## config.mk

```make
export PLATFORM = sky130hd
export DESIGN_NAME = fetch_sequencer
export DESIGN_NICKNAME = d
export VERILOG_FILES = /design/src/rtl/fetch_sequencer.sv
export SDC_FILE = /design/constraint.sdc
export NUM_CORES = 1
export LEC_CHECK = 0
export CELL_PAD_IN_SITES_DETAIL_PLACEMENT = 0
export CELL_PAD_IN_SITES_GLOBAL_PLACEMENT = 1
export CORE_ASPECT_RATIO = 1.5
export CORE_MARGIN = 2
export CORE_UTILIZATION = 35
export DETAILED_ROUTE_END_ITERATION = 6
export GPL_TIMING_DRIVEN = 0
export PLACE_DENSITY = 0.85
export SLEW_MARGIN = 20
export SYNTH_ARGS = -nofsm -noshare
export SYNTH_HDL_FRONTEND = slang
export SYNTH_SLANG_ARGS = --single-unit
```

## constraint.sdc

```tcl
create_clock -name clk -period 4.75 [get_ports clk]
set_clock_uncertainty 0.05 [all_clocks]
set_input_delay 0.475 -clock clk [delete_from_list [all_inputs] [get_ports clk]]
set_output_delay 0.475 -clock clk [all_outputs]
set_load 0.05 [all_outputs]
```

## src/rtl/fetch_sequencer.sv

```systemverilog
// Instruction fetch/issue sequencer: fetches a word from instruction memory,
// hands it to the core, waits for completion, then advances or branches the PC.
module fetch_sequencer #(
   parameter int PC_W        = 8,   // must not exceed 12: branch target is instruction[PC_W+3:4]
   parameter int ACK_TIMEOUT = 16
) (
   input  logic            clk,
   input  logic            reset,
   input  logic            start,
   output logic [PC_W-1:0] mem_addr,
   output logic            mem_req,
   input  logic            mem_ack,
   input  logic [15:0]     mem_rdata,
   output logic [15:0]     instruction,
   output logic            inst_valid,
   input  logic            core_done,
   input  logic            cmp_eq,
   input  logic            cmp_gt,
   input  logic            cmp_lt,
   output logic [PC_W-1:0] pc,
   output logic [15:0]     retired,
   output logic            halted,
   output logic            error,
   output logic [2:0]      state_dbg
);

   // Handshakes: mem_req is held high for the whole FETCH state and the
   // request completes in the first cycle mem_ack is sampled high; inst_valid
   // is a single-cycle pulse with no back-pressure, and core_done is only
   // honoured while the sequencer waits in EXEC.

   typedef enum logic [2:0] {
      ST_IDLE   = 3'd0,
      ST_FETCH  = 3'd1,
      ST_ISSUE  = 3'd2,
      ST_EXEC   = 3'd3,
      ST_UPDATE = 3'd4,
      ST_HALT   = 3'd5,
      ST_ERROR  = 3'd6
   } state_t;

   localparam int CNT_W = (ACK_TIMEOUT > 2) ? $clog2(ACK_TIMEOUT) : 1;
   localparam logic [CNT_W-1:0] CNT_LAST = CNT_W'(ACK_TIMEOUT - 1);
   localparam logic [15:0] HALT_WORD = 16'hFFFF;

   state_t           state_q, state_d;
   logic [CNT_W-1:0] wait_cnt;
   logic             is_branch;
   logic             cond_true;
   logic [PC_W-1:0]  target;
   logic [PC_W-1:0]  pc_next;

   always_comb begin
      state_d = state_q;
      case (state_q)
         ST_IDLE:   if (start) state_d = ST_FETCH;
         // An ack in the final allowed cycle still completes the fetch.
         ST_FETCH: begin
            if (mem_ack)                    state_d = ST_ISSUE;
            else if (wait_cnt == CNT_LAST)  state_d = ST_ERROR;
         end
         ST_ISSUE:  state_d = (instruction == HALT_WORD) ? ST_HALT : ST_EXEC;
         ST_EXEC:   if (core_done) state_d = ST_UPDATE;
         ST_UPDATE: state_d = ST_FETCH;
         ST_HALT:   state_d = ST_HALT;
         ST_ERROR:  state_d = ST_ERROR;
         default:   state_d = ST_IDLE;
      endcase
   end

   always_comb begin
      is_branch = (instruction[1:0] == 2'b10);
      target    = instruction[PC_W+3:4];
      cond_true = 1'b0;
      case (instruction[3:2])
         2'b00:   cond_true = cmp_eq;
         2'b01:   cond_true = cmp_gt;
         2'b10:   cond_true = cmp_lt;
         default: cond_true = 1'b1;
      endcase
      pc_next = (is_branch && cond_true) ? target : pc + PC_W'(1);
   end

   always_ff @(posedge clk) begin
      if (reset) begin
         state_q     <= ST_IDLE;
         pc          <= '0;
         instruction <= '0;
         retired     <= '0;
         wait_cnt    <= '0;
      end else begin
         state_q  <= state_d;
         // The wait counter only runs in FETCH, so it is clear on every entry.
         wait_cnt <= '0;
         case (state_q)
            ST_IDLE: if (start) pc <= '0;
            ST_FETCH: begin
               if (mem_ack) instruction <= mem_rdata;
               else         wait_cnt    <= wait_cnt + CNT_W'(1);
            end
            ST_UPDATE: begin
               pc <= pc_next;
               if (retired != 16'hFFFF) retired <= retired + 16'd1;
            end
            default: ;
         endcase
      end
   end

   assign mem_addr   = pc;
   assign mem_req    = (state_q == ST_FETCH);
   assign inst_valid = (state_q == ST_ISSUE) && (instruction != HALT_WORD);
   assign halted     = (state_q == ST_HALT);
   assign error      = (state_q == ST_ERROR);
   assign state_dbg  = state_q;

endmodule

```

==> run_summary.xml, run 1 <==
<?xml version="1.0" encoding="UTF-8"?>
<metrics>
  <group name="outcome">
    <metric name="status" unit="">complete, no violations</metric>
  </group>
  <group name="clock_tree">
    <metric name="tritoncts.num_buffers" unit="">5</metric>
    <metric name="cts-resized-gates" unit="">0</metric>
    <metric name="clkSlewWorstSetupHoldPaths" unit="ns">0.09</metric>
    <metric name="ctsHtreeMaxLevel" unit="">2</metric>
    <metric name="clock_latency" unit="ns">0.30</metric>
    <metric name="clockRootBuffer" unit="">clkbuf_8</metric>
    <metric name="tritoncts_clock_tree" unit="">built</metric>
    <metric name="clock_sinks" unit="">47</metric>
    <metric name="ctsHoldBuffers" unit="">0</metric>
    <metric name="cts_buffer_depth" unit="">2</metric>
    <metric name="cts_post_setup_buffers_inserted" unit="">0</metric>
  </group>
  <group name="placement">
    <metric name="dp_hpwl" unit="um">5247</metric>
    <metric name="gp_routability_congestion" unit="">0.7907</metric>
    <metric name="total_of_buffers_placed_on_input_and_output_ports" unit="">78</metric>
  </group>
  <group name="floorplan">
    <metric name="die_footprint" unit="sq um">7440</metric>
    <metric name="floorplan.initialDensity" unit="">0.3619</metric>
    <metric name="dieWidth" unit="um">71.10</metric>
    <metric name="die_h" unit="um">104.6</metric>
    <metric name="pin_count" unit="">79</metric>
    <metric name="floorplan.rows" unit="">36</metric>
    <metric name="core" unit="sq um">6531</metric>
  </group>
  <group name="pwr">
    <metric name="power_density" unit="nW/um^2">249.5</metric>
    <metric name="peakVddDrop" unit="V">0.0001767</metric>
    <metric name="power.static_leakage" unit="nW">1.128</metric>
    <metric name="power.total" unit="mW">0.8300</metric>
  </group>
  <group name="synthesis">
    <metric name="syn_nets" unit="">321</metric>
    <metric name="share_of_synthesized_cell_area_in_and_or_nand_and_nor_gates" unit="">0.2853</metric>
    <metric name="yosys_warnings" unit="">0</metric>
    <metric name="synth.yosys.seq_area_share" unit="">0.3981</metric>
    <metric name="synth-xor-area-share" unit="">0.01112</metric>
    <metric name="ys_ff_latch" unit="">47</metric>
    <metric name="synth-edff-count" unit="">0</metric>
    <metric name="post_synth_mux_area_share" unit="">0.04394</metric>
    <metric name="post_synth_fa_ha_maj_area_fraction" unit="">0.01588</metric>
    <metric name="syn_std_cell_area" unit="sq um">2364</metric>
    <metric name="yosys_most_used_dff" unit="">dfxtp_1</metric>
    <metric name="main_combinational_cell_family_by_area_after_synthesis" unit="">simple AND/OR/NAND/NOR gates</metric>
    <metric name="synth.avg_cell_area" unit="sq um">8.039</metric>
    <metric name="netlist_instances" unit="">294</metric>
    <metric name="synth-async-reset-ratio" unit="">0</metric>
    <metric name="synth_compound_area_frac" unit="">0.1784</metric>
    <metric name="netlist-cell-type-count" unit="">44</metric>
  </group>
  <group name="timing">
    <metric name="post-route-min-period" unit="ns">2.796</metric>
    <metric name="worst_slew_pin_slew" unit="ns">0.6596</metric>
    <metric name="maxClockFrequency" unit="MHz">357.6</metric>
    <metric name="fin_worst_hold_slack" unit="ns">0.4003</metric>
    <metric name="number_of_pins_with_negative_max_slew_slack_in_the_final_report" unit="">0</metric>
    <metric name="timing.final.crit_share" unit="">0.5887</metric>
    <metric name="final-setup-viol-count" unit="">0</metric>
    <metric name="rsz0062_at_grt" unit="">no</metric>
    <metric name="finalHoldViolCount" unit="">0</metric>
    <metric name="timing.setup.tns" unit="ns">0</metric>
    <metric name="relSlewSlack" unit="">0.5566</metric>
  </group>
  <group name="routing">
    <metric name="avgViaCountPerCell" unit="">5.423</metric>
    <metric name="drt_drc_violations_left" unit="">0</metric>
    <metric name="initialDrtViolationCount" unit="">86</metric>
    <metric name="routed_wirelength" unit="um">6796</metric>
    <metric name="dr_total_vias" unit="">2473</metric>
    <metric name="route.antenna.remaining_nets" unit="">0</metric>
    <metric name="routedWlPerCell" unit="um">14.90</metric>
    <metric name="drtPass1Iterations" unit="">4</metric>
  </group>
  <group name="cells_and_area">
    <metric name="layout-drive-gt1-share" unit="">0.06842</metric>
    <metric name="filler_cell_count" unit="">667</metric>
    <metric name="num-nets-final" unit="">406</metric>
    <metric name="synthToLayoutAreaGrowth" unit="%">40.76</metric>
    <metric name="diode_insertion_count_for_antenna_repair" unit="">0</metric>
  </group>
  <group name="hold_path">
    <metric name="worst_hold_path_type" unit="">reg2reg</metric>
    <metric name="hold_start" unit="">wait_cnt[0]$_SDFF_PP0_</metric>
  </group>
  <group name="global_routing">
    <metric name="gr-usage-all-layers" unit="">0.1796</metric>
    <metric name="first_pass_grt_wire_length" unit="um">10850</metric>
    <metric name="grt_antenna_before_repair" unit="">0</metric>
    <metric name="global_route.overflow_total" unit="">0</metric>
    <metric name="maximum_number_of_pins_on_one_net_before_global_route_repair" unit="">14</metric>
    <metric name="grt_pass1_vias" unit="">2298</metric>
  </group>
  <group name="setup_path">
    <metric name="crit_path_top_delay_cell" unit="">clkdlybuf4s50_1</metric>
    <metric name="slowest_delay" unit="ns">0.72</metric>
    <metric name="reg2regPathDepth" unit="">5</metric>
    <metric name="crit_arrival" unit="ns">2.27</metric>
    <metric name="path_cells" unit="">nand4_1 -&gt; o41ai_1 -&gt; nor3_1 -&gt; clkdlybuf4s50_1</metric>
    <metric name="timing_worst_setup_path_type" unit="">reg2out</metric>
    <metric name="reg2reg_setup_slack" unit="ns">2.45</metric>
    <metric name="worst_r2r_startpoint" unit="">state_dbg[0]$_SDFFE_PP0P_</metric>
    <metric name="path_max_fanout" unit="">4</metric>
    <metric name="worstPathRequired" unit="ns">4.22</metric>
    <metric name="crit_start" unit="">instruction[9]$_SDFFE_PP0P_</metric>
    <metric name="worst_setup_path_start_kind" unit="">flip-flop</metric>
    <metric name="r2r-end" unit="">retired[15]$_SDFFE_PP0P_</metric>
    <metric name="capture_point_of_the_critical_path" unit="">inst_valid</metric>
    <metric name="crit_path_end_kind" unit="">primary output</metric>
  </group>
  <group name="run">
    <metric name="drv_cap" unit="">0</metric>
  </group>
</metrics>
==> cells in the final DEF (no fill, tap or decap), types with 6 or more instances in the layout <==
cell type	instances
nand2_1	45
nor4_1	8
clkdlybuf4s50_1	78
o22ai_1	6
o31ai_1	7
nand3_1	8
inv_1	13
buf_4	8
nand4_1	9
nor2_1	15
mux2i_1	7
or4_1	8
a21oi_1	38
clkbuf_1	14
dfxtp_1	47
==> worst min path at each step <==
stage | endpoint | cells past startpoint
2_1_floorplan | wait_cnt[0]$_SDFF_PP0_ | 1
3_3_place_gp | wait_cnt[0]$_SDFF_PP0_ | 1
3_5_place_dp | wait_cnt[0]$_SDFF_PP0_ | 1
4_1_cts | wait_cnt[0]$_SDFF_PP0_ | 1
5_1_grt | wait_cnt[0]$_SDFF_PP0_ | 1
6_report | wait_cnt[0]$_SDFF_PP0_ | 1
==> metrics by stage <==
step                cell area, sq um  setup WS (ns)  std cells  utilization
floorplan                       2364          2.020        294            -
global route                    3327          1.851        456       0.5094
global placement                3239          2.093        448       0.4960
detailed placement              3239          2.070        448       0.4960
finish                          3327          1.954        456       0.5094
CTS                             3321          1.973        456       0.5084
==> synthesized netlist by cell type (all sizes together) (2+ instances only) <==
master | count | area share
nand3 | 8 | 0.017
a31oi | 3 | 0.0079
a21oi | 38 | 0.080
a311oi | 2 | 0.0074
buf | 9 | 0.028
o21ai | 5 | 0.011
xor2 | 2 | 0.0074
or4 | 8 | 0.025
and3 | 4 | 0.011
o22ai | 6 | 0.016
nand4 | 9 | 0.024
nor4 | 9 | 0.024
nand2 | 45 | 0.071
mux2i | 7 | 0.030
mux2 | 3 | 0.014
dfxtp | 47 | 0.40
or3 | 4 | 0.011
or4b | 2 | 0.010
o31ai | 7 | 0.022
or3b | 3 | 0.011
nor2b | 3 | 0.0079
clkbuf | 12 | 0.019
and4 | 5 | 0.019
inv | 13 | 0.021
or2 | 3 | 0.0079
nor2 | 15 | 0.024
ha | 3 | 0.016
nor3 | 5 | 0.011
o41ai | 2 | 0.0074
==> critical path: cells and delay by family, from the launching register on <==
kind / cells / cell delay, ns
buffers and inverters: 1 / 0.72
DFF: 1 / 0.40
AOI/OAI and AO/OA: 1 / 0.56
and+or+nand+nor: 2 / 0.28
==> state kept, by name, summed over array words and instances, names as in the netlist <==
name / cells
state_dbg: 3
wait_cnt: 4
mem_addr: 8
instruction: 16
retired: 16
==> layer usage <==
layer	global-route usage	routed length (um)	up-vias
li1	-	-	1246
met1	0.2053	2829	1152
met2	0.3284	3524	64
met3	0.03279	313	11
met4	0.05930	129	0
met5	0	0	-
==> where the power goes <==
part	leakage [nW]	switching [mW]	internal, mW
Combinational	0.706	0.107	0.0652
Clock	0.0422	0.134	0.104
Sequential	0.380	0.0144	0.406
Total	1.13	0.255	0.575
==> final cells by class <==
cell class              instances  area (sq um)  area share
clock inverters                 1         5.005    0.001504
multi-input cells             213          1270      0.3817
clock buffers                   7         76.32     0.02294
inverters                      13         48.80     0.01467
flip-flops and latches         47         940.9      0.2828
plain buffers                  21         110.1     0.03310
well taps                      76         95.09     0.02858
repair buffers                 78         780.7      0.2347
==> cells by family after synthesis <==
family	Yosys count
simple gates	127
compound gates	70
flops	47
buf+inv	34
mux	10
xor+xnor	3
fa+ha+maj	3
Power figures use the tool's default switching activity.
==> run 2, diff against run 1 <==
--- a/config.mk
+++ b/config.mk
@@ -9,10 +9,10 @@
 export CELL_PAD_IN_SITES_GLOBAL_PLACEMENT = 1
 export CORE_ASPECT_RATIO = 1.5
 export CORE_MARGIN = 2
-export CORE_UTILIZATION = 35
+export CORE_UTILIZATION = 29
 export DETAILED_ROUTE_END_ITERATION = 6
 export GPL_TIMING_DRIVEN = 0
-export PLACE_DENSITY = 0.85
+export PLACE_DENSITY = 0.75
 export SLEW_MARGIN = 20
 export SYNTH_ARGS = -nofsm -noshare
 export SYNTH_HDL_FRONTEND = slang
==> constraint.sdc (replaced) <==
create_clock -name clk -period 2.4 [get_ports clk]
set_clock_uncertainty 0.05 [all_clocks]
set_input_delay 0.24 -clock clk [delete_from_list [all_inputs] [get_ports clk]]
set_output_delay 0.24 -clock clk [all_outputs]
set_load 0.05 [all_outputs]
==> run 2 against run 1 <==
Effect of this change:
- via count decreased by 1.5%
- sequential cell count unchanged
- register-to-register slack got worse by 2.3 ns
- clock-buffer cell count decreased by 2
- combinational power increased by 99%
- clock power increased to 3.4 times the previous value
- non-clock buffer count unchanged
==> run_summary.xml, run 2 (same netlist as run 1, synthesis figures left out) <==
<?xml version="1.0" encoding="UTF-8"?>
<metrics>
  <group name="pwr">
    <metric name="power.static_leakage" unit="nW">1.195</metric>
    <metric name="power.share.combinational" unit="">0.173</metric>
    <metric name="peakVddDrop" unit="V">0.0002645</metric>
    <metric name="clkPwrFrac" unit="">0.406</metric>
    <metric name="pwr-share-seq" unit="">0.421</metric>
    <metric name="switching_power" unit="mW">0.5546</metric>
    <metric name="switching_share" unit="">0.2806</metric>
    <metric name="power_density" unit="nW/um^2">572.8</metric>
    <metric name="cell_internal_pwr" unit="mW">1.422</metric>
  </group>
  <group name="routing">
    <metric name="route.antenna.remaining_nets" unit="">0</metric>
    <metric name="drt_drc_violations_left" unit="">0</metric>
    <metric name="routedWlPerCell" unit="um">14.80</metric>
    <metric name="avgViaCountPerCell" unit="">5.023</metric>
    <metric name="routed_wirelength" unit="um">7178</metric>
    <metric name="dr_total_vias" unit="">2436</metric>
    <metric name="initialDrtViolationCount" unit="">84</metric>
    <metric name="drtPass1Iterations" unit="">4</metric>
  </group>
  <group name="placement">
    <metric name="total_of_buffers_placed_on_input_and_output_ports" unit="">78</metric>
    <metric name="dp_hpwl" unit="um">5487</metric>
    <metric name="gp_routability_congestion" unit="">0.8122</metric>
    <metric name="dpl_worst_slack" unit="ns">-0.05669</metric>
  </group>
  <group name="clock_tree">
    <metric name="clockRootBuffer" unit="">clkbuf_16</metric>
    <metric name="clkSlewWorstSetupHoldPaths" unit="ns">0.07</metric>
    <metric name="ctsHtreeMaxLevel" unit="">2</metric>
    <metric name="cts_post_setup_buffers_inserted" unit="">0</metric>
    <metric name="tritoncts.num_buffers" unit="">5</metric>
    <metric name="tritoncts_clock_tree" unit="">built</metric>
    <metric name="clock_latency" unit="ns">0.29</metric>
    <metric name="ctsHoldBuffers" unit="">0</metric>
    <metric name="clock_sinks" unit="">47</metric>
    <metric name="cts-resized-gates" unit="">3</metric>
    <metric name="cts_buffer_depth" unit="">2</metric>
  </group>
  <group name="hold_path">
    <metric name="worst_hold_path_type" unit="">reg2reg</metric>
  </group>
  <group name="setup_path">
    <metric name="crit_path_top_delay_cell" unit="">or4b_4</metric>
    <metric name="worst_setup_path_start_kind" unit="">flip-flop</metric>
    <metric name="timing_worst_setup_path_type" unit="">reg2reg</metric>
    <metric name="crit_arrival" unit="ns">2.44</metric>
    <metric name="worst-path-buf-inv" unit="">1</metric>
    <metric name="worstPathRequired" unit="ns">2.57</metric>
    <metric name="slowest_delay" unit="ns">0.59</metric>
    <metric name="path_max_fanout" unit="">9</metric>
    <metric name="reg2reg_setup_slack" unit="ns">0.13</metric>
    <metric name="path_cells" unit="">or3b_1 -&gt; buf_2 -&gt; or4b_4 -&gt; or4_1 -&gt; a21oi_1</metric>
    <metric name="crit_path_end_kind" unit="">flip-flop</metric>
    <metric name="critical-path-top-delay-family" unit="">simple AND/OR/NAND/NOR gates</metric>
  </group>
  <group name="global_routing">
    <metric name="grt_pass1_vias" unit="">2314</metric>
    <metric name="gr-usage-all-layers" unit="">0.1580</metric>
    <metric name="global_route.overflow_total" unit="">0</metric>
    <metric name="grt_antenna_before_repair" unit="">0</metric>
    <metric name="first_pass_grt_wire_length" unit="um">11140</metric>
    <metric name="maximum_number_of_pins_on_one_net_before_global_route_repair" unit="">16</metric>
  </group>
  <group name="floorplan">
    <metric name="die_h" unit="um">114.6</metric>
    <metric name="core" unit="sq um">7958</metric>
    <metric name="pin_count" unit="">79</metric>
    <metric name="floorplan.initialDensity" unit="">0.2970</metric>
    <metric name="floorplan.rows" unit="">40</metric>
    <metric name="die_footprint" unit="sq um">8903</metric>
    <metric name="dieWidth" unit="um">77.71</metric>
  </group>
  <group name="cells_and_area">
    <metric name="diode_insertion_count_for_antenna_repair" unit="">0</metric>
    <metric name="synthToLayoutAreaGrowth" unit="%">46.00</metric>
    <metric name="num-nets-final" unit="">406</metric>
    <metric name="mostFrequentLayoutCell" unit="">clkdlybuf4s50_1</metric>
    <metric name="layout-drive-gt1-share" unit="">0.08684</metric>
    <metric name="layout_common_cells" unit="">clkdlybuf4s50_1 (74), nand2_1 (45), dfxtp_1 (45)</metric>
  </group>
  <group name="timing">
    <metric name="rsz0062_at_grt" unit="">no</metric>
    <metric name="final-setup-viol-count" unit="">0</metric>
    <metric name="number_of_pins_with_negative_max_slew_slack_in_the_final_report" unit="">0</metric>
    <metric name="maxClockFrequency" unit="MHz">439.9</metric>
    <metric name="timing.final.crit_share" unit="">0.9473</metric>
    <metric name="timing.setup.tns" unit="ns">0</metric>
    <metric name="worst_slew_pin_slew" unit="ns">0.6844</metric>
    <metric name="final_critical_path_setup_slack" unit="ns">0.1265</metric>
    <metric name="relSlewSlack" unit="">0.5437</metric>
    <metric name="post-route-min-period" unit="ns">2.273</metric>
    <metric name="finalHoldViolCount" unit="">0</metric>
  </group>
  <group name="outcome">
    <metric name="status" unit="">complete, no violations</metric>
  </group>
  <group name="run">
    <metric name="drv_cap" unit="">0</metric>
  </group>
</metrics>
run 2: cell count changes in the layout (fill, tap and decap cells not counted), sizes merged:
cell and change:
dlymetal6s2s +1, clkinv +1, clkdlybuf4s50 -4, bufinv +1, dlygate4sd2 +1
run 2: worst paths after layout:
check	start	to	cells after the start
hold reg to reg	wait_cnt[0]$_SDFF_PP0_	wait_cnt[0]$_SDFF_PP0_	1
setup / recovery	state_dbg[0]$_SDFFE_PP0P_	retired[15]$_SDFFE_PP0P_	5
hold / removal	wait_cnt[0]$_SDFF_PP0_	wait_cnt[0]$_SDFF_PP0_	1
setup reg to reg	state_dbg[0]$_SDFFE_PP0P_	retired[15]$_SDFFE_PP0P_	5
run 2: power groups by stage:
stage               Clock (mW)  Sequential (mW)  Combinational [mW]
finish                   0.802            0.833               0.342
global route             0.848            0.837               0.365
CTS                      0.818            0.833               0.343
detailed placement           0            0.851               0.345
global placement             0            0.850               0.345
floorplan                    0            0.921               0.137
run 2: per-layer routing:
layer | wire length, um | part of all wire | track usage | up-vias
li1 | - | - | - | 1239
met1 | 3040 | 0.42 | 0.1740 | 1133
met2 | 3738 | 0.52 | 0.2983 | 57
met3 | 309 | 0.043 | 0.03233 | 7
met4 | 90 | 0.013 | 0.05000 | 0
met5 | 0 | 0 | 0 | -
run 2: layout make-up:
| type | instances | area [sq um] |
|---|---|---|
| Clock buffer | 5 | 125.1 |
| Tap cell | 105 | 131.4 |
| Clock inverter | 3 | 43.79 |
| Buffer | 21 | 110.1 |
| Inverter | 13 | 48.80 |
| Fill cell | 826 | 4507 |
| Timing Repair Buffer | 78 | 772.0 |
| Sequential cell | 47 | 943.4 |
| Multi-Input combinational cell | 213 | 1276 |
run 2: worst reg2reg max path: stages, from the launching register on:
cell and delay, ns:
dfxtp_2 0.35, or3b_1 0.39, buf_2 0.20, or4b_4 0.59
or4_1 0.48, a21oi_1 0.15
run 2: metrics by stage:
step / hold WS [ns] / utilization / std cells / power, mW / area, sq um
3_3_place_gp: 0.3781 / 0.4127 / 477 / 1.195 / 3284
4_1_cts: 0.4094 / 0.4335 / 485 / 1.994 / 3450
2_1_floorplan: 0.2952 / - / 294 / 1.058 / 2372
3_5_place_dp: 0.3964 / 0.4127 / 477 / 1.196 / 3284
5_1_grt: 0.4433 / 0.4336 / 485 / 2.051 / 3451
6_report: 0.4096 / 0.4336 / 485 / 1.977 / 3451
